**src/rtl/crypto1_pkg.sv**
```systemverilog
// Shared definitions for the crypto1 subkey datapath: ring phase encoding
// and the common subkey width.
package crypto1_pkg;

    localparam int SUBKEY_W = 24;

    typedef enum logic {
        PH_FILL  = 1'b0,
        PH_CYCLE = 1'b1
    } phase_e;

endpackage

```
**src/rtl/ring_buf.sv**
```systemverilog
// Subkey ring: fills once from an upstream FIFO, then replays the stored
// entries in order, wrapping forever until reset.
module ring_buf
    import crypto1_pkg::*;
#(
    parameter int DEPTH = 16,
    parameter int WIDTH = SUBKEY_W
) (
    input  logic             CLK,
    input  logic             RESET,
    input  logic [WIDTH-1:0] FIFO_RDDATA,
    output logic             FIFO_RDEN,
    input  logic             FIFO_RDEMPTY,
    input  logic             FIFO_DONE,
    input  logic             RDEN,
    output logic [WIDTH-1:0] RDDATA,
    output logic             FULL,
    output logic             DONE,
    output logic             END
);

    localparam int CW = $clog2(DEPTH) + 1;
    localparam int AW = (DEPTH > 1) ? $clog2(DEPTH) : 1;
    localparam logic [CW-1:0] DEPTH_C = CW'(DEPTH);
    localparam logic [CW-1:0] ONE_C   = CW'(1);
    localparam logic [CW-1:0] ZERO_C  = CW'(0);
    localparam logic [AW-1:0] RP_ZERO = AW'(0);
    localparam logic [AW-1:0] RP_ONE  = AW'(1);

    logic [WIDTH-1:0] mem_q [DEPTH];

    phase_e           phase_q,    phase_d;
    logic [CW-1:0]    count_q,    count_d;
    logic [AW-1:0]    rptr_q,     rptr_d;
    logic             inflight_q, inflight_d;
    logic             full_q,     full_d;
    logic             done_q,     done_d;
    logic             end_q,      end_d;
    logic [WIDTH-1:0] rddata_q,   rddata_d;

    logic          pop_s;
    logic          wr_s;
    logic          rd_s;
    logic          last_s;
    logic          fill_end_s;
    logic [CW-1:0] pending_s;

    // Pops are combinational so the FIFO sees the request in the same cycle
    // its empty flag is valid; a pop already in flight counts toward DEPTH.
    assign pending_s  = count_q + (inflight_q ? ONE_C : ZERO_C);
    assign pop_s      = (phase_q == PH_FILL) && !RESET && !FIFO_RDEMPTY && (pending_s < DEPTH_C);
    assign wr_s       = (phase_q == PH_FILL) && inflight_q;
    assign fill_end_s = (phase_q == PH_FILL) &&
                        ((count_q == DEPTH_C) || (FIFO_DONE && FIFO_RDEMPTY && !inflight_q));
    assign rd_s       = (phase_q == PH_CYCLE) && RDEN && (count_q != ZERO_C);
    assign last_s     = (CW'(rptr_q) == (count_q - ONE_C));

    assign FIFO_RDEN = pop_s;
    assign RDDATA    = rddata_q;
    assign FULL      = full_q;
    assign DONE      = done_q;
    assign END       = end_q;

    // Next-state logic for the fill/cycle phases and the output registers.
    always_comb begin
        phase_d    = phase_q;
        count_d    = count_q;
        rptr_d     = rptr_q;
        inflight_d = 1'b0;
        full_d     = full_q;
        done_d     = done_q;
        end_d      = end_q;
        rddata_d   = rddata_q;
        case (phase_q)
            PH_FILL: begin
                inflight_d = pop_s;
                if (wr_s) begin
                    count_d = count_q + ONE_C;
                end else begin
                    count_d = count_q;
                end
                // An empty ring still reports END so the consumer sees a
                // complete (zero-length) pass.
                if (fill_end_s) begin
                    phase_d = PH_CYCLE;
                    full_d  = 1'b1;
                    done_d  = FIFO_DONE && FIFO_RDEMPTY;
                    end_d   = (count_q == ZERO_C);
                end else begin
                    phase_d = PH_FILL;
                end
            end
            PH_CYCLE: begin
                if (rd_s) begin
                    rddata_d = mem_q[rptr_q];
                    end_d    = last_s;
                    rptr_d   = last_s ? RP_ZERO : (rptr_q + RP_ONE);
                end else begin
                    rptr_d   = rptr_q;
                end
            end
            default: begin
                phase_d = PH_FILL;
            end
        endcase
    end

    // State and output registers with synchronous reset.
    always_ff @(posedge CLK) begin
        if (RESET) begin
            phase_q    <= PH_FILL;
            count_q    <= ZERO_C;
            rptr_q     <= RP_ZERO;
            inflight_q <= 1'b0;
            full_q     <= 1'b0;
            done_q     <= 1'b0;
            end_q      <= 1'b0;
            rddata_q   <= {WIDTH{1'b0}};
        end else begin
            phase_q    <= phase_d;
            count_q    <= count_d;
            rptr_q     <= rptr_d;
            inflight_q <= inflight_d;
            full_q     <= full_d;
            done_q     <= done_d;
            end_q      <= end_d;
            rddata_q   <= rddata_d;
        end
    end

    // Storage array: no reset so it maps onto distributed RAM.
    always_ff @(posedge CLK) begin
        if (wr_s && !RESET) begin
            mem_q[count_q[AW-1:0]] <= FIFO_RDDATA;
        end
    end

endmodule

```
**config.mk**
```make
export PLATFORM = sky130hd
export DESIGN_NAME = ring_buf
export DESIGN_NICKNAME = d
export VERILOG_FILES = /design/src/rtl/crypto1_pkg.sv /design/src/rtl/ring_buf.sv
export SDC_FILE = /design/constraint.sdc
export NUM_CORES = 1
export LEC_CHECK = 0
export BUFFER_PORTS_ARGS = -buffer_cell sky130_fd_sc_hd__buf_2
export CORE_MARGIN = 2
export CORE_UTILIZATION = 25
export DETAILED_ROUTE_END_ITERATION = 6
export PLACE_DENSITY = 0.42
export SLEW_MARGIN = 20
export SYNTH_ARGS = -nofsm -noshare
export SYNTH_HDL_FRONTEND = slang
export SYNTH_SLANG_ARGS = --single-unit
```
**constraint.sdc**
```tcl
create_clock -name CLK -period 10.3 [get_ports CLK]
set_input_delay 2.575 -clock CLK [delete_from_list [all_inputs] [get_ports CLK]]
set_output_delay 2.575 -clock CLK [all_outputs]
set_load 0.005 [all_outputs]
```
==> impl_metrics.env <==
export IMPL_status="completed"
export IMPL_hold_buffers=0
export IMPL_syn_num_nets=793
export IMPL_post_dp_hpwl_um=19200
export IMPL_ys_async_sr_fraction_pct=0
export IMPL_fin_crit_sh_pct=56.6
export IMPL_maxSlewViolCount=0
export IMPL_synth_ff_type="edfxtp_1"
export IMPL_viasPerCell=4.29
export IMPL_rows=93
export IMPL_clock_latency_ns=0.57
export IMPL_synthTopCellsByArea="edfxtp_1, mux4_2, dfxtp_1"
export IMPL_route_detailed_drc=0
export IMPL_routed_wirelength_um=37100
export IMPL_power_leakage_nw=6.04
export IMPL_ys_ff_latch=422
export IMPL_syn_inst=759
export IMPL_clk_pin_slew_worst_paths_ns=0.06
export IMPL_worst_setup_path_start_kind="input port"
export IMPL_diodes=0
export IMPL_dr_pass1_iters=4
export IMPL_final_net_count=866
export IMPL_p_per_area_nw_per_um2=198
export IMPL_crit_path_end_kind="primary output"
export IMPL_critPathArrivalTime_ns=3.26
export IMPL_maxCapViolCount=0
export IMPL_setup_tns_ns=0
export IMPL_final_min_clock_period_ns=5.83
export IMPL_grt_pass1_vias=8116
export IMPL_rsz0062_at_grt="false"
export IMPL_synth_top_area_share_pct=71.5
export IMPL_core_area_um2=64100
export IMPL_area_growth_pct=18.7
export IMPL_crit_fanout=16
export IMPL_cts_root_buf="clkbuf_16"
export IMPL_post_cts_repair_setup_buffers=0
export IMPL_cts_max_level=2
export IMPL_relSlewSlack_pct=29.8
export IMPL_antenna_found_initial=1
export IMPL_register_area_um2=12300
export IMPL_vdd_ir_drop_worst_mv=0.101
export IMPL_vias=7408
export IMPL_multi_input_area_um2=3700
export IMPL_crit_type="input port to primary output"
export IMPL_seq_area_frac_synth_pct=76.2
export IMPL_numClockSinks=422
export IMPL_setup_viol=0
export IMPL_cts_buffer_depth=3
export IMPL_cp_required_ns=7.73
export IMPL_ant_nets=0
export IMPL_cts_inserted_buffers=47
export IMPL_routedWlPerCell_um=21.5
export IMPL_track_usage_pct=11.3
export IMPL_numPortBuffers=56
export IMPL_timing_fmax_ghz=0.172
export IMPL_drive_gt1_share_pct=29.8
export IMPL_cts_tree="yes"
export IMPL_placedCellCount=1637
export IMPL_die_w_um=258
export IMPL_yosysWarningCount=0
export IMPL_dieArea_um2=66500
export IMPL_fillers=6221
export IMPL_grt_first_pass_wirelength_um=55600
export IMPL_worst_slew_pin_slew_ns=1.05
export IMPL_synth_distinct_cells=42
export IMPL_grt_max_degree=102
export IMPL_synth_edf_count=384
export IMPL_synth_area_um2=16100
export IMPL_place_congestion=0.679
export IMPL_final_cell_count_no_fill=1725
export IMPL_ctsResizeCount=0
export IMPL_avgSynthCellArea_um2=21.2
export IMPL_drt_iter0_drc=443
export IMPL_hold_path_class="register to register"
export IMPL_ios=57
export IMPL_yosysTopAreaCell="edfxtp_1"
export IMPL_skew_ns=0.0172
export IMPL_grt_overflow=0
export IMPL_start_util_pct=25.1
export IMPL_hold_violations=0
export IMPL_fp_dieH_um=258
==> Yosys cell counts, types with 7 or more instances <==
| master | instances |
|---|---|
| edfxtp_1 | 384 |
| mux4_2 | 96 |
| mux2i_1 | 48 |
| dfxtp_1 | 38 |
| a21o_1 | 25 |
| o22ai_1 | 24 |
| nor2_1 | 23 |
| clkbuf_1 | 17 |
| buf_2 | 14 |
| nand2_1 | 14 |
| a21oi_1 | 7 |
| nand3_1 | 7 |
==> cells by family after synthesis <==
group | synth area share [%]
xor+xnor | 0.489
mux | 16.4
fa+ha+maj | 0.388
simple gates | 2.27
compound gates | 2.71
flops | 76.2
buf+inv | 1.51
==> layout make-up <==
cell class | count | share of cell area (%)
Multi-Input combinational cell | 292 | 19.3
Clock inverter | 25 | 1.83
Sequential cell | 422 | 64.3
Inverter | 4 | 0.0784
Timing Repair Buffer | 65 | 1.95
Clock buffer | 62 | 6.97
Tap cell | 855 | 5.59
==> flip-flops by register name, indices dropped and copies added (netlist names) <==
name,flops
count_q,5
rptr_q,4
inflight_q,1
FULL,1
RDDATA,24
DONE,1
phase_q,1
mem_q,384
END,1
==> per-stage QoR <==
step / power [mW] / instance area [µm²] / setup WS (ns) / util [%] / hold WS [ns]
after floorplan: 1.97 / 16100 / 4.65 / - / 0.451
after global placement: 2.02 / 17400 / 4.45 / 27.2 / 0.436
after detailed placement: 2.02 / 17400 / 4.47 / 27.2 / 0.436
after CTS: 3.85 / 19100 / 4.47 / 29.8 / 0.452
after global routing: 3.92 / 19100 / 4.37 / 29.9 / 0.468
final: 3.79 / 19100 / 4.47 / 29.9 / 0.446
==> worst max-delay path: stages <==
cell and delay, ns:
buf_2 0.21, nor4_1 0.30, buf_2 0.16
==> routing by layer <==
layer / share of wire (%) / vias up / GRT usage, % / routed length, µm
met5: 0 / - / 0 / 0
met4: 2.2 / 0 / 3.76 / 833
met3: 3.3 / 47 / 1.93 / 1220
met2: 49 / 108 / 18.8 / 18000
met1: 46 / 3952 / 15.0 / 17000
li1: - / 3301 / - / -
==> worst paths after layout <==
kind,start,end,slack [ns],cells past startpoint
setup / recovery,RESET,FIFO_RDEN,4.47,3
hold / removal,RDDATA[17],RDDATA[17],0.45,1
setup reg to reg,rptr_q[1],RDDATA[10],7.43,5
hold reg to reg,RDDATA[17],RDDATA[17],0.45,1
==> power breakdown <==
group          internal, mW  switching (mW)
registers              1.87         0.00982
logic                0.0359          0.0586
clock network          1.13           0.680
total                  3.04           0.748
==> layout by cell type, fill, tap and decap left out, types with 4 or more instances in the layout <==
| cell type | count |
|---|---|
| nor2_4 | 13 |
| mux4_2 | 96 |
| nor3_2 | 4 |
| clkbuf_1 | 7 |
| edfxtp_1 | 384 |
| nand2_1 | 14 |
| buf_2 | 56 |
| xor2_1 | 6 |
| nand3_1 | 7 |
| nor2_1 | 11 |
| a21o_1 | 25 |
| clkbuf_8 | 6 |
| ha_1 | 5 |
| o22ai_1 | 24 |
| bufinv_16 | 9 |
| clkbuf_16 | 49 |
| clkinv_1 | 8 |
| dfxtp_1 | 35 |
| clkinv_2 | 5 |
| a21oi_1 | 7 |
| buf_4 | 7 |
| mux2i_1 | 48 |
Note: power is estimated with default switching activity, not from simulation.
